==> src/rtl/hid_report_packer_pkg.sv <==
// Shared types and helpers for the HID boot-mouse report packer.
package hid_pkg;

    typedef enum logic [2:0] {
        ST_IDLE     = 3'd0,
        ST_SEND_BTN = 3'd1,
        ST_SEND_X   = 3'd2,
        ST_SEND_Y   = 3'd3,
        ST_SEND_W   = 3'd4
    } hid_state_t;

    localparam int HID_DELTA_MAX = 127;
    localparam int HID_DELTA_MIN = -127;
    localparam int BTN_PAD       = 5;

    // Clamp to the symmetric report range so -128 can never appear on the wire.
    function automatic logic signed [9:0] sat_add(input logic signed [9:0] acc,
                                                  input logic signed [7:0] delta);
        int sum;
        sum = int'(acc) + int'(delta);
        if (sum > HID_DELTA_MAX) begin
            sat_add = 10'(HID_DELTA_MAX);
        end else if (sum < HID_DELTA_MIN) begin
            sat_add = 10'(HID_DELTA_MIN);
        end else begin
            sat_add = 10'(sum);
        end
    endfunction

endpackage

==> src/rtl/hid_report_packer_acc.sv <==
// Per-axis saturating movement accumulator with clear-on-take.
module delta_accumulator
    import hid_pkg::*;
(
    input  logic              clk,
    input  logic              rst,
    input  logic              add,
    input  logic signed [7:0] delta,
    input  logic              take,
    output logic signed [9:0] take_value
);

    logic signed [9:0] acc;

    // Value handed to a snapshot includes any delta arriving in the same cycle.
    always_comb begin
        take_value = acc;
        if (add) begin
            take_value = sat_add(acc, delta);
        end else begin
            take_value = acc;
        end
    end

    // Accumulator register: a take consumes everything, including this cycle's delta.
    always_ff @(posedge clk) begin
        if (rst) begin
            acc <= 10'sd0;
        end else if (take) begin
            acc <= 10'sd0;
        end else if (add) begin
            acc <= sat_add(acc, delta);
        end else begin
            acc <= acc;
        end
    end

endmodule

==> src/rtl/hid_report_packer.sv <==
// Packs movement pulses into HID boot mouse reports streamed byte-wise over valid/ready.
module hid_report_packer
    import hid_pkg::*;
#(
    parameter int REPORT_BYTES  = 3,
    parameter bit SUPPRESS_IDLE = 1'b1
) (
    input  logic        clk,
    input  logic        rst,
    input  logic        in_valid,
    input  logic [7:0]  in_dx,
    input  logic [7:0]  in_dy,
    input  logic [2:0]  in_buttons,
    output logic [7:0]  ep_tdata,
    output logic        ep_tvalid,
    input  logic        ep_tready,
    output logic        ep_tlast,
    output logic        busy,
    output logic        coalesced,
    output logic [15:0] report_cnt
);

    if ((REPORT_BYTES != 3) && (REPORT_BYTES != 4)) begin : g_bad_report_bytes
        $error("hid_report_packer: REPORT_BYTES must be 3 or 4");
    end

    localparam hid_state_t LAST_STATE = (REPORT_BYTES == 4) ? ST_SEND_W : ST_SEND_Y;

    hid_state_t        state, state_nxt, base_nxt;
    logic              pending, accept, final_accept, want, load, suppress, merge;
    logic [2:0]        pend_buttons, last_buttons, load_btn, ref_btn;
    logic [2:0]        snap_btn, snap_btn_nxt;
    logic [7:0]        snap_x, snap_y, snap_x_nxt, snap_y_nxt, data_nxt;
    logic signed [9:0] take_x, take_y;

    delta_accumulator u_acc_x (
        .clk(clk), .rst(rst), .add(in_valid), .delta(in_dx),
        .take(load), .take_value(take_x)
    );

    delta_accumulator u_acc_y (
        .clk(clk), .rst(rst), .add(in_valid), .delta(in_dy),
        .take(load), .take_value(take_y)
    );

    // Snapshot decision: on the final beat the idle check compares against the buttons being sent now.
    always_comb begin
        accept       = ep_tvalid && ep_tready;
        final_accept = accept && (state == LAST_STATE);
        want         = in_valid || pending;
        load         = want && ((state == ST_IDLE) || final_accept);
        merge        = in_valid && (state != ST_IDLE) && !final_accept;
        load_btn     = in_valid ? in_buttons : pend_buttons;
        ref_btn      = final_accept ? snap_btn : last_buttons;
        suppress     = SUPPRESS_IDLE && (take_x == 10'sd0) && (take_y == 10'sd0)
                       && (load_btn == ref_btn);
    end

    // Next state, next frozen snapshot and the byte presented for that state.
    always_comb begin
        base_nxt = state;
        case (state)
            ST_IDLE:     base_nxt = ST_IDLE;
            ST_SEND_BTN: base_nxt = accept ? ST_SEND_X : ST_SEND_BTN;
            ST_SEND_X:   base_nxt = accept ? ST_SEND_Y : ST_SEND_X;
            ST_SEND_Y:   base_nxt = accept ? ((REPORT_BYTES == 4) ? ST_SEND_W : ST_IDLE) : ST_SEND_Y;
            ST_SEND_W:   base_nxt = accept ? ST_IDLE : ST_SEND_W;
            default:     base_nxt = ST_IDLE;
        endcase

        if (load && !suppress) begin
            state_nxt    = ST_SEND_BTN;
            snap_btn_nxt = load_btn;
            snap_x_nxt   = take_x[7:0];
            snap_y_nxt   = take_y[7:0];
        end else if (load) begin
            state_nxt    = ST_IDLE;
            snap_btn_nxt = snap_btn;
            snap_x_nxt   = snap_x;
            snap_y_nxt   = snap_y;
        end else begin
            state_nxt    = base_nxt;
            snap_btn_nxt = snap_btn;
            snap_x_nxt   = snap_x;
            snap_y_nxt   = snap_y;
        end

        case (state_nxt)
            ST_SEND_BTN: data_nxt = {{BTN_PAD{1'b0}}, snap_btn_nxt};
            ST_SEND_X:   data_nxt = snap_x_nxt;
            ST_SEND_Y:   data_nxt = snap_y_nxt;
            ST_SEND_W:   data_nxt = 8'h00;
            default:     data_nxt = 8'h00;
        endcase
    end

    // State, snapshot and registered stream outputs.
    always_ff @(posedge clk) begin
        if (rst) begin
            state        <= ST_IDLE;
            ep_tdata     <= 8'h00;
            ep_tvalid    <= 1'b0;
            ep_tlast     <= 1'b0;
            busy         <= 1'b0;
            coalesced    <= 1'b0;
            report_cnt   <= 16'd0;
            pending      <= 1'b0;
            pend_buttons <= 3'b000;
            last_buttons <= 3'b000;
            snap_btn     <= 3'b000;
            snap_x       <= 8'h00;
            snap_y       <= 8'h00;
        end else begin
            state        <= state_nxt;
            ep_tdata     <= data_nxt;
            ep_tvalid    <= (state_nxt != ST_IDLE);
            ep_tlast     <= (state_nxt == LAST_STATE);
            busy         <= (state_nxt != ST_IDLE);
            coalesced    <= merge;
            pending      <= load ? 1'b0 : (pending || merge);
            pend_buttons <= in_valid ? in_buttons : pend_buttons;
            snap_btn     <= snap_btn_nxt;
            snap_x       <= snap_x_nxt;
            snap_y       <= snap_y_nxt;
            if (final_accept) begin
                report_cnt   <= report_cnt + 16'd1;
                last_buttons <= snap_btn;
            end else begin
                report_cnt   <= report_cnt;
                last_buttons <= last_buttons;
            end
        end
    end

endmodule

==> config.mk <==
export PLATFORM = sky130hd
export DESIGN_NAME = hid_report_packer
export DESIGN_NICKNAME = d
export VERILOG_FILES = /design/src/rtl/hid_report_packer_pkg.sv /design/src/rtl/hid_report_packer_acc.sv /design/src/rtl/hid_report_packer.sv
export SDC_FILE = /design/constraint.sdc
export NUM_CORES = 1
export LEC_CHECK = 0
export CAP_MARGIN = 10
export CORE_MARGIN = 5
export CORE_UTILIZATION = 50
export CTS_BUF_LIST = sky130_fd_sc_hd__clkbuf_2 sky130_fd_sc_hd__clkbuf_4 sky130_fd_sc_hd__clkbuf_8
export CTS_CLUSTER_DIAMETER = 40
export CTS_CLUSTER_SIZE = 40
export DETAILED_ROUTE_END_ITERATION = 10
export GPL_TIMING_DRIVEN = 0
export PLACE_DENSITY = 0.72
export SETUP_SLACK_MARGIN = 0.15
export SYNTH_ARGS = -nofsm -noshare
export SYNTH_HDL_FRONTEND = slang
export SYNTH_SLANG_ARGS = --single-unit
==> constraint.sdc <==
create_clock -name clk -period 5 [get_ports clk]
set_clock_uncertainty 0.1 [all_clocks]
set_input_delay 1 -clock clk [delete_from_list [all_inputs] [get_ports clk]]
set_output_delay 1 -clock clk [all_outputs]
set_load 0.01 [all_outputs]
Word level (Yosys, flattened, before mapping)
Cells that the tools add are included.
- output and inout bits: 28
- logic and storage cells: 67
- bits of input ports: 23
- bits in registers: 76
- muxes and demuxes: 19
- $lt $le $gt $ge: 4
- add/sub/neg operators: 3
- equal/unequal tests: 8
- reductions and logical operators: 19
- operators by type and width (cell ; number):
    two-way mux 10 bit ; 6
    case mux 8 bit (3 select lines) ; 1
    adder 10 x 8 -> 11 bit ; 2
    greater-than comparator 11 x 8 -> 1 bit (second input constant) ; 2
    less-than comparator 11 x 8 -> 1 bit (second input constant) ; 2
    zero test 10 bit ; 2
    two-way mux 3 bit ; 6
    adder 16 x 1 -> 16 bit (second input constant) ; 1
    two-way mux 8 bit ; 2
    equality test 3 x 2 -> 1 bit (second input constant) ; 4
    case mux 3 bit (4 select lines) ; 1
    logical AND 1 bit ; 8
    equality test 3 x 1 -> 1 bit (second input constant) ; 2
    nonzero test 3 bit ; 2
    two-way mux 2 bit ; 2
    equality test 3 bit ; 1
    equality test 3 bit (second input constant) ; 1
    zero test 3 bit ; 1
    logical OR 1 bit ; 3
    zero test 1 bit ; 2
    OR reduction 2 bit ; 1
    two-way mux 1 bit ; 1

Logic depth before layout (Yosys ltp)
Gate-level depths: netlist of run 1.
- word-level depth: 13
- mapped depth: 14
- mapped depth without buffers: 12

Modules after synthesis
From an unflattened synthesis of run 1, not the netlist that was laid out.
- cells, all modules: 575
- area total of the unflattened synthesis: 4752.1 µm²
- by module, submodules not included (module ; seq. area each (µm²) ; instances ; area an instance (µm²) ; cells each):
    hid_report_packer ; 1121.1 ; 1 ; 2536.2 ; 294
    delta_accumulator (u_acc_x) ; 200.2 ; 1 ; 1122.3 ; 148
    delta_accumulator (u_acc_y) ; 200.2 ; 1 ; 1093.5 ; 133

Worst setup path after synthesis of run 1
OpenSTA, ideal clock, no wires.
- path kind: input port to flip-flop
- from: input in_dx[0]
- to: register snap_x[7]
- library setup time: 0.133 ns
- path buffers: 2
- setup slack: 0.674 ns
- cell stages on the path: 14
- arrival: 4.093 ns
- required time: 4.767 ns
- cell sequence: ha_1 fa_1 a211oi_4 nor4_2 or2_4 or4_4 a311oi_1 nor3_1 and4b_1 and3_1 buf_6 buf_2 o211ai_1 o41ai_2
- cells in the longest elaborated chain, start to end: 11
- elaborated cells on any way between the ends: 12
- classes of those cells: 1 x add/sub; 2 x order compare; 4 x mux; 5 x reduce/logical
- RTL lines (item ; RTL line ; source):
    from (decl) ; hid_report_packer.sv:11 ; input logic [7:0] in_dx,
    adder 10 x 8 -> 11 bit (*) ; hid_report_packer_pkg.sv:20 ; sum = int'(acc) + int'(delta);
    less-than comparator 11 x 8 -> 1 bit ; hid_report_packer_pkg.sv:23 ; end else if (sum < HID_DELTA_MIN) begin
    two-way mux 10 bit ; hid_report_packer_pkg.sv:23 ;
    two-way mux 10 bit (*) ; hid_report_packer_pkg.sv:21 ; if (sum > HID_DELTA_MAX) begin
    two-way mux 10 bit (*) ; hid_report_packer_acc.sv:18 ; if (add) begin
    zero test 10 bit ; hid_report_packer.sv:55 ; suppress = SUPPRESS_IDLE && (take_x == 10'sd0) && (take_y == 10'sd0)
    logical AND 1 bit ; hid_report_packer.sv:55 ;
    logical AND 1 bit ; hid_report_packer.sv:56 ; && (load_btn == ref_btn);
    zero test 1 bit ; hid_report_packer.sv:71 ; if (load && !suppress) begin
    logical AND 1 bit ; hid_report_packer.sv:71 ;
    two-way mux 8 bit (*) ; hid_report_packer.sv:71 ;
    to (signal assigned) ; hid_report_packer.sv:123 ; snap_x <= snap_x_nxt;
    to (decl) ; hid_report_packer.sv:33 ; logic [7:0] snap_x, snap_y, snap_x_nxt, snap_y_nxt, data_nxt;
Mark *: on every way between the ends. The rest lies on a longest branch, timed or not.
A chain may end at the register's enable or synchronous reset.

Worst setup path after layout of run 1
- from: input in_dx[0]
- to: register ep_tdata[1]
- cells in the longest elaborated chain, start to end: 13
- elaborated cells on any way between the ends: 19
- classes of those cells: 1 x add/sub; 2 x order compare; 3 x eq/ne; 8 x mux; 5 x reduce/logical
- RTL lines (item ; RTL line ; source):
    adder 10 x 8 -> 11 bit (*) ; hid_report_packer_pkg.sv:20 ;
    less-than comparator 11 x 8 -> 1 bit ; hid_report_packer_pkg.sv:23 ;
    two-way mux 10 bit ; hid_report_packer_pkg.sv:23 ;
    two-way mux 10 bit (*) ; hid_report_packer_pkg.sv:21 ;
    two-way mux 10 bit (*) ; hid_report_packer_acc.sv:18 ;
    zero test 10 bit ; hid_report_packer.sv:55 ;
    logical AND 1 bit ; hid_report_packer.sv:55 ;
    logical AND 1 bit ; hid_report_packer.sv:56 ;
    zero test 1 bit ; hid_report_packer.sv:71 ;
    logical AND 1 bit ; hid_report_packer.sv:71 ;
    two-way mux 3 bit ; hid_report_packer.sv:71 ;
    equality test 3 x 2 -> 1 bit or equality test 3 x 1 -> 1 bit (tied branches) ; hid_report_packer.sv:88 ; case (state_nxt)
    case mux 8 bit (3 select lines) (*) ; hid_report_packer.sv:88 ;
    to (signal assigned) ; hid_report_packer.sv:115 ; ep_tdata <= data_nxt;
    to (decl) ; hid_report_packer.sv:14 ; output logic [7:0] ep_tdata,
Marked as above.

==> results of run 1 <==
-- report_power, final --
part           internal (mW)  total [mW]  switching (mW)  leakage (nW)
Sequential             0.653       0.689          0.0362         0.620
Clock                  0.283       0.521           0.238         0.106
Combinational          0.232       0.565           0.332          1.42
Total                   1.17        1.77           0.607          2.14
-- worst min-delay path, stage by stage, from the launching register on --
cell and delay [ps]:
dfxtp_1 310, nor2_1 80, nor3_1 50
-- registers in the layout, indices dropped and copies added, names as in the netlist --
signal        flops
report_cnt       16
u_acc_x.acc      10
snap_x            8
snap_y            8
coalesced         1
pend_buttons      3
ep_tlast          1
snap_btn          3
last_buttons      3
busy              1
pending           1
ep_tdata          8
state             3
u_acc_y.acc      10
-- final cells by class --
cell class | count | area, sq um
inverter | 10 | 37.5
multi-input combinational | 441 | 2970
buffer | 29 | 128
clock buffer | 9 | 124
clock inverter | 7 | 101
tap | 111 | 139
timing repair buffer | 54 | 528
fill | 854 | 3600
sequential | 76 | 1520
-- stage by stage --
stage | setup TNS [ps] | total power [mW] | cells | util | cell area [sq um]
3_5_place_dp | -5910 | 1.25 | 716 | 0.576 | 5280
6_report | 0 | 1.77 | 737 | 0.606 | 5550
5_1_grt | 0 | 1.87 | 737 | 0.606 | 5550
4_1_cts | 0 | 1.77 | 733 | 0.602 | 5510
2_1_floorplan | 0 | 1.10 | 556 | - | 4650
3_3_place_gp | -3630 | 1.23 | 716 | 0.576 | 5280
-- synthesized netlist by cell type, types with 6 or more instances --
cell type | instances | area (sq um)
dfxtp_1 | 76 | 1520
nor2_1 | 76 | 285
nand2_1 | 36 | 135
a21oi_1 | 31 | 155
clkbuf_1 | 21 | 78.8
ha_1 | 21 | 263
xor2_1 | 20 | 175
o21ai_0 | 19 | 95.1
nand3_1 | 16 | 80.1
o211ai_1 | 16 | 120
nor2b_1 | 14 | 87.6
nor3_1 | 13 | 65.1
and3_1 | 11 | 68.8
mux2i_1 | 10 | 100
or2_2 | 10 | 62.6
inv_1 | 9 | 33.8
a22oi_1 | 8 | 60.1
o21a_1 | 8 | 60.1
xnor2_1 | 8 | 70.1
a21o_1 | 7 | 52.6
o31ai_1 | 7 | 52.6
and2_1 | 6 | 37.5
buf_2 | 6 | 30.0
nand2b_1 | 6 | 37.5
-- cell families after synthesis --
logic type      synth area share
fa+ha+maj                 0.0652
xor+xnor                  0.0563
compound gates             0.256
buf+inv                   0.0356
simple gates               0.238
flops                      0.327
mux                       0.0215
-- how the worst max path moves through the flow --
stage	start	end	slack, ps
after CTS	in_dx[0]	ep_tdata[1]$_SDFF_PP0_	260
final	in_dx[0]	ep_tdata[1]$_SDFF_PP0_	260
after global placement	in_dx[0]	snap_btn[2]$_SDFF_PP0_	-230
after detailed placement	in_dx[0]	snap_btn[2]$_SDFF_PP0_	-330
after global routing	in_dx[0]	snap_x[4]$_SDFF_PP0_	130
after floorplan	in_dx[0]	snap_x[7]$_SDFF_PP0_	670
-- per-layer routing --
layer | vias to the layer above | GRT usage | share of wire
met3 | 21 | 0.0486 | 0.048
met5 | - | 0 | 0
li1 | 2179 | - | -
met4 | 0 | 0.0620 | 0.017
met2 | 124 | 0.359 | 0.48
met1 | 2106 | 0.263 | 0.45
-- layout by cell type (no fill, tap or decap), types with 4 or more instances in the layout --
master,n
nand2b_1,6
nand3_1,16
o22ai_1,4
nor3_1,12
and2_1,6
a21oi_1,31
nor2b_1,14
o21ai_0,19
nand2_1,36
a31o_2,5
inv_1,9
a31o_1,4
dfxtp_1,76
nor4_1,5
mux2i_1,10
buf_4,6
nor4_2,4
clkdlybuf4s50_1,49
nor2_1,76
or3_1,5
xor2_1,20
o21a_1,8
a21o_1,7
clkbuf_8,9
clkbuf_1,21
or2_2,10
buf_2,6
nand4_1,5
xnor2_1,8
ha_1,21
a211oi_1,5
a22oi_1,8
and3_1,11
o31ai_1,7
o211ai_1,16
-- timing repair --
action | CTS | global route
hold buffers | 0 | 0
setup buffers | 1 | 4
setup endpoints to repair | 13 | 22
pin swaps | 1 | 2
gates resized for setup | 1 | 1
==> qor.yml, run 1 <==
crit_chain: "clkdlybuf4s50_1 -> ha_1 -> fa_1 -> a211oi_4 -> nor4_2 -> or2_4 -> or4_4 -> a311oi_1 -> nor3_2 -> and4b_1 -> and3_1 -> buf_6 -> o32ai_4 -> buf_4 -> a21boi_1"
hold_depth: 2
antenna_cells: 0
worst_ir_drop_vdd_v: 0.000153
grt-ovfl-total: 0
wl_per_cell_um: 16.0
post-place-ws_ps: -327
critPathKind: "primary input to flop"
cellPowerDensity_nw_per_um2: 320
viasPerCell: 6.01
clock_tree.root_cell: "clkbuf_8"
setup_viol: 0
slew_violations: 0
finalHoldViolations: 0
num_rows: 35
clockBufferDepth: 2
max_freq_ghz: 0.211
drt_iter0_markers: 260
synth.ff_latch_count: 76
die_h_um: 106
max-slew-margin-rel: 0.436
avgSynthCellArea_sq_um: 8.36
synth_area_sq_um: 4650
hold_path.class: "flop to flop"
cts_tree: "yes"
ys_warn_count: 0
cp_top_family: "simple AND/OR/NAND/NOR gates"
ys_types: 73
synth_flop_cell: "dfxtp_1"
hpwl_mm: 9.16
cp_num_buf_inv: 3
nNetsFinal: 667
synthArstFlopShare: 0
tightest_slew_ps: 844
cp_max_fo: 10
drc: 0
rr_endpoint: "busy$_SDFF_PP0_"
rsz0062_at_grt: "yes"
cts_sinks: 76
syn_inst: 556
synth_nets: 602
worst_path_largest_cell_delay_ps: 500
antenna_found_initial: 0
cp_data_required_time_ps: 5190
vias: 4430
place_congestion: 0.919
cp.depth: 15
hold_end: "pending$_SDFF_PP0_"
worst_slack_ps: 257
reg2regPathDepth: 13
cts.clk_slew.worst_paths_ps: 80
grt_pass1_vias: 4259
rr_startpoint: "u_acc_x.acc[1]$_SDFF_PP0_"
drt_first_pass_iters: 8
grt_pass1_wl_mm: 19.4
maxCapViolations: 0
holdWs_ps: 384
area_growth_pct: 19.4
drive_gt1_frac: 0.102
hp-start: "pending$_SDFF_PP0_"
cts.htree.levels: 3
status: "finished clean"
numCtsBuffers: 9
postRouteWirelength_mm: 11.8
end_kind: "flop"
finalCritPeriodShare: 0.949
crit_slowest_cell: "or4_4"
ff2ff_setup_slack_ps: 1020
crit_arrival_ps: 4930
post-route-min-period_ps: 4740
yosysSeqAreaShare: 0.327
leakagePower_nw: 2.14
io_buffers: 49
cp-start-kind: "primary input"
ant_nets: 0
start_util: 0.508
ios: 51
grt_max_degree: 15
die_x_um: 106
synth_edf_count: 0
core_sq_um: 9150
dieArea_sq_um: 11300
clk_latency_ps: 360
track_usage: 0.210
Power figures use the tool's default switching activity.
==> run 2, diff against run 1 <==
CORE_UTILIZATION = 30   (was 50)
PLACE_DENSITY = 0.59   (was 0.72)
==> qor.yml, run 2 (synthesis gave the netlist of run 1 again) <==
rsz0062_at_grt: "no"
track_usage: 0.142
regMostFlops: "report_cnt"
numCtsBuffers: 9
slew_violations: 0
cts.htree.levels: 3
vias: 4294
hp-start: "pending$_SDFF_PP0_"
cp_data_required_time_ps: 5140
nNetsFinal: 665
tightest_slew_ps: 912
drive_gt1_frac: 0.103
reg2regPathDepth: 13
status: "finished clean"
hold_buffers: 0
drc: 0
io_buffers: 49
hpwl_mm: 10.1
tns_ps: 0
worst_path_largest_cell_delay_ps: 600
regArea_sq_um: 1520
leakagePower_nw: 2.13
cts_tree: "yes"
clk_latency_ps: 370
die_h_um: 134
drt_iter0_markers: 222
postRouteWirelength_mm: 13.0
finalCritPeriodShare: 0.939
antenna_found_initial: 0
grt_pass1_vias: 4176
crit_arrival_ps: 4840
post-place-ws_ps: -287
top_regs: "report_cnt x16, u_acc_x.acc x10, u_acc_y.acc x10"
post-route-min-period_ps: 4700
drt_first_pass_iters: 5
rr_startpoint: "u_acc_x.acc[1]$_SDFF_PP0_"
setup_viol: 0
place_congestion: 0.847
wl_per_cell_um: 16.0
critPathKind: "primary input to flop"
grt_max_degree: 13
start_util: 0.306
grt-ovfl-total: 0
core_sq_um: 15200
hold_path.class: "flop to flop"
num_rows: 45
end_kind: "flop"
mostFrequentLayoutCells: "nor2_1, dfxtp_1, clkdlybuf4s50_1"
largest_reg_flops: 16
dieArea_sq_um: 18100
cts_sinks: 76
max-slew-margin-rel: 0.386
hold_depth: 2
maxCapViolations: 0
hold_end: "pending$_SDFF_PP0_"
crit_slowest_cell: "o41ai_1"
cellPowerDensity_nw_per_um2: 314
crit_chain: "clkdlybuf4s50_1 -> ha_1 -> a211oi_2 -> o21ai_1 -> xor2_1 -> o41ai_1 -> a311oi_2 -> nor3_1 -> and4b_1 -> and3_1 -> buf_6 -> buf_2 -> o32a_1 -> nor2_1"
antenna_cells: 0
worst_ir_drop_vdd_v: 0.000123
grt_pass1_wl_mm: 20.7
cp-start-kind: "primary input"
ff2ff_setup_slack_ps: 1030
n_fill_cell: 1556
rr_endpoint: "snap_btn[2]$_SDFF_PP0_"
clockBufferDepth: 2
clock_tree.root_cell: "clkbuf_8"
ant_nets: 0
cp_max_fo: 10
die_x_um: 134
worst_slack_ps: 304
ios: 51
cts.clk_slew.worst_paths_ps: 80
finalHoldViolations: 0
max_freq_ghz: 0.213
multi_input_area_sq_um: 2990
viasPerCell: 5.29
area_growth_pct: 21.3
-- run 2: changes by cell type in the layout (fill, tap and decap cells not counted), sizes merged --
| cell | previous run | this run |
|---|---|---|
| buf | 13 | 10 |
| clkbuf | 30 | 32 |
| clkinvlp | 2 | 1 |
| clkinv | 4 | 3 |
-- run 2: worst max-delay path by stage --
stage / startpoint / endpoint / cells after the start
CTS: in_dx[0] / ep_tdata[1]$_SDFF_PP0_ / 14
finish: in_dx[1] / snap_btn[2]$_SDFF_PP0_ / 14
detailed placement: in_dx[0] / snap_btn[2]$_SDFF_PP0_ / 15
floorplan: in_dx[0] / snap_x[7]$_SDFF_PP0_ / 14
global route: in_dx[1] / snap_btn[0]$_SDFF_PP0_ / 14
global placement: in_dx[0] / snap_btn[2]$_SDFF_PP0_ / 15
-- run 2: through the flow --
stage                     power, mW  hold WS [ps]  instances  cell area (sq um)  utilization
after floorplan                1.10           350        556               4650            -
after global placement         1.25           366        793               5370        0.353
after detailed placement       1.26           373        793               5370        0.353
after CTS                      1.77           389        808               5590        0.367
after global routing           1.87           415        811               5640        0.371
final                          1.77           388        811               5640        0.371
-- run 2: critical path, delay by kind of cell --
kind,cells,cell delay (ps)
XOR/XNOR,1,220
buffers and inverters,3,850
adder cells (fa/ha/maj),1,330
AO/OA/AOI/OAI,5,1560
AND/OR/NAND/NOR,4,870
-- run 2: cell type report --
class,instances,area share
Inverter,10,0.00666
Buffer,29,0.0231
Timing Repair Buffer,52,0.0910
Multi-Input combinational cell,441,0.531
Clock buffer,10,0.0233
Sequential cell,76,0.270
Clock inverter,5,0.0138
Tap cell,188,0.0417
-- run 2: what timing repair did --
| action | in CTS | in global routing |
|---|---|---|
| endpoints found under the setup margin | 13 | 22 |
| pin swaps | 0 | 3 |
| setup buffers | 0 | 3 |
| gates resized for setup | 1 | 6 |
-- run 2: where the power goes --
part	switching, mW	internal (mW)	total, mW
Combinational	0.341	0.233	0.574
Clock	0.223	0.282	0.505
Sequential	0.0375	0.653	0.690
Total	0.602	1.17	1.77
-- run 2: routing by layer --
metal / global-route usage / part of all wire / routed length [um]
met5: 0 / 0 / 0
met4: 0.0696 / 0.029 / 382
met3: 0.0330 / 0.036 / 468
met2: 0.229 / 0.46 / 5980
met1: 0.178 / 0.47 / 6140
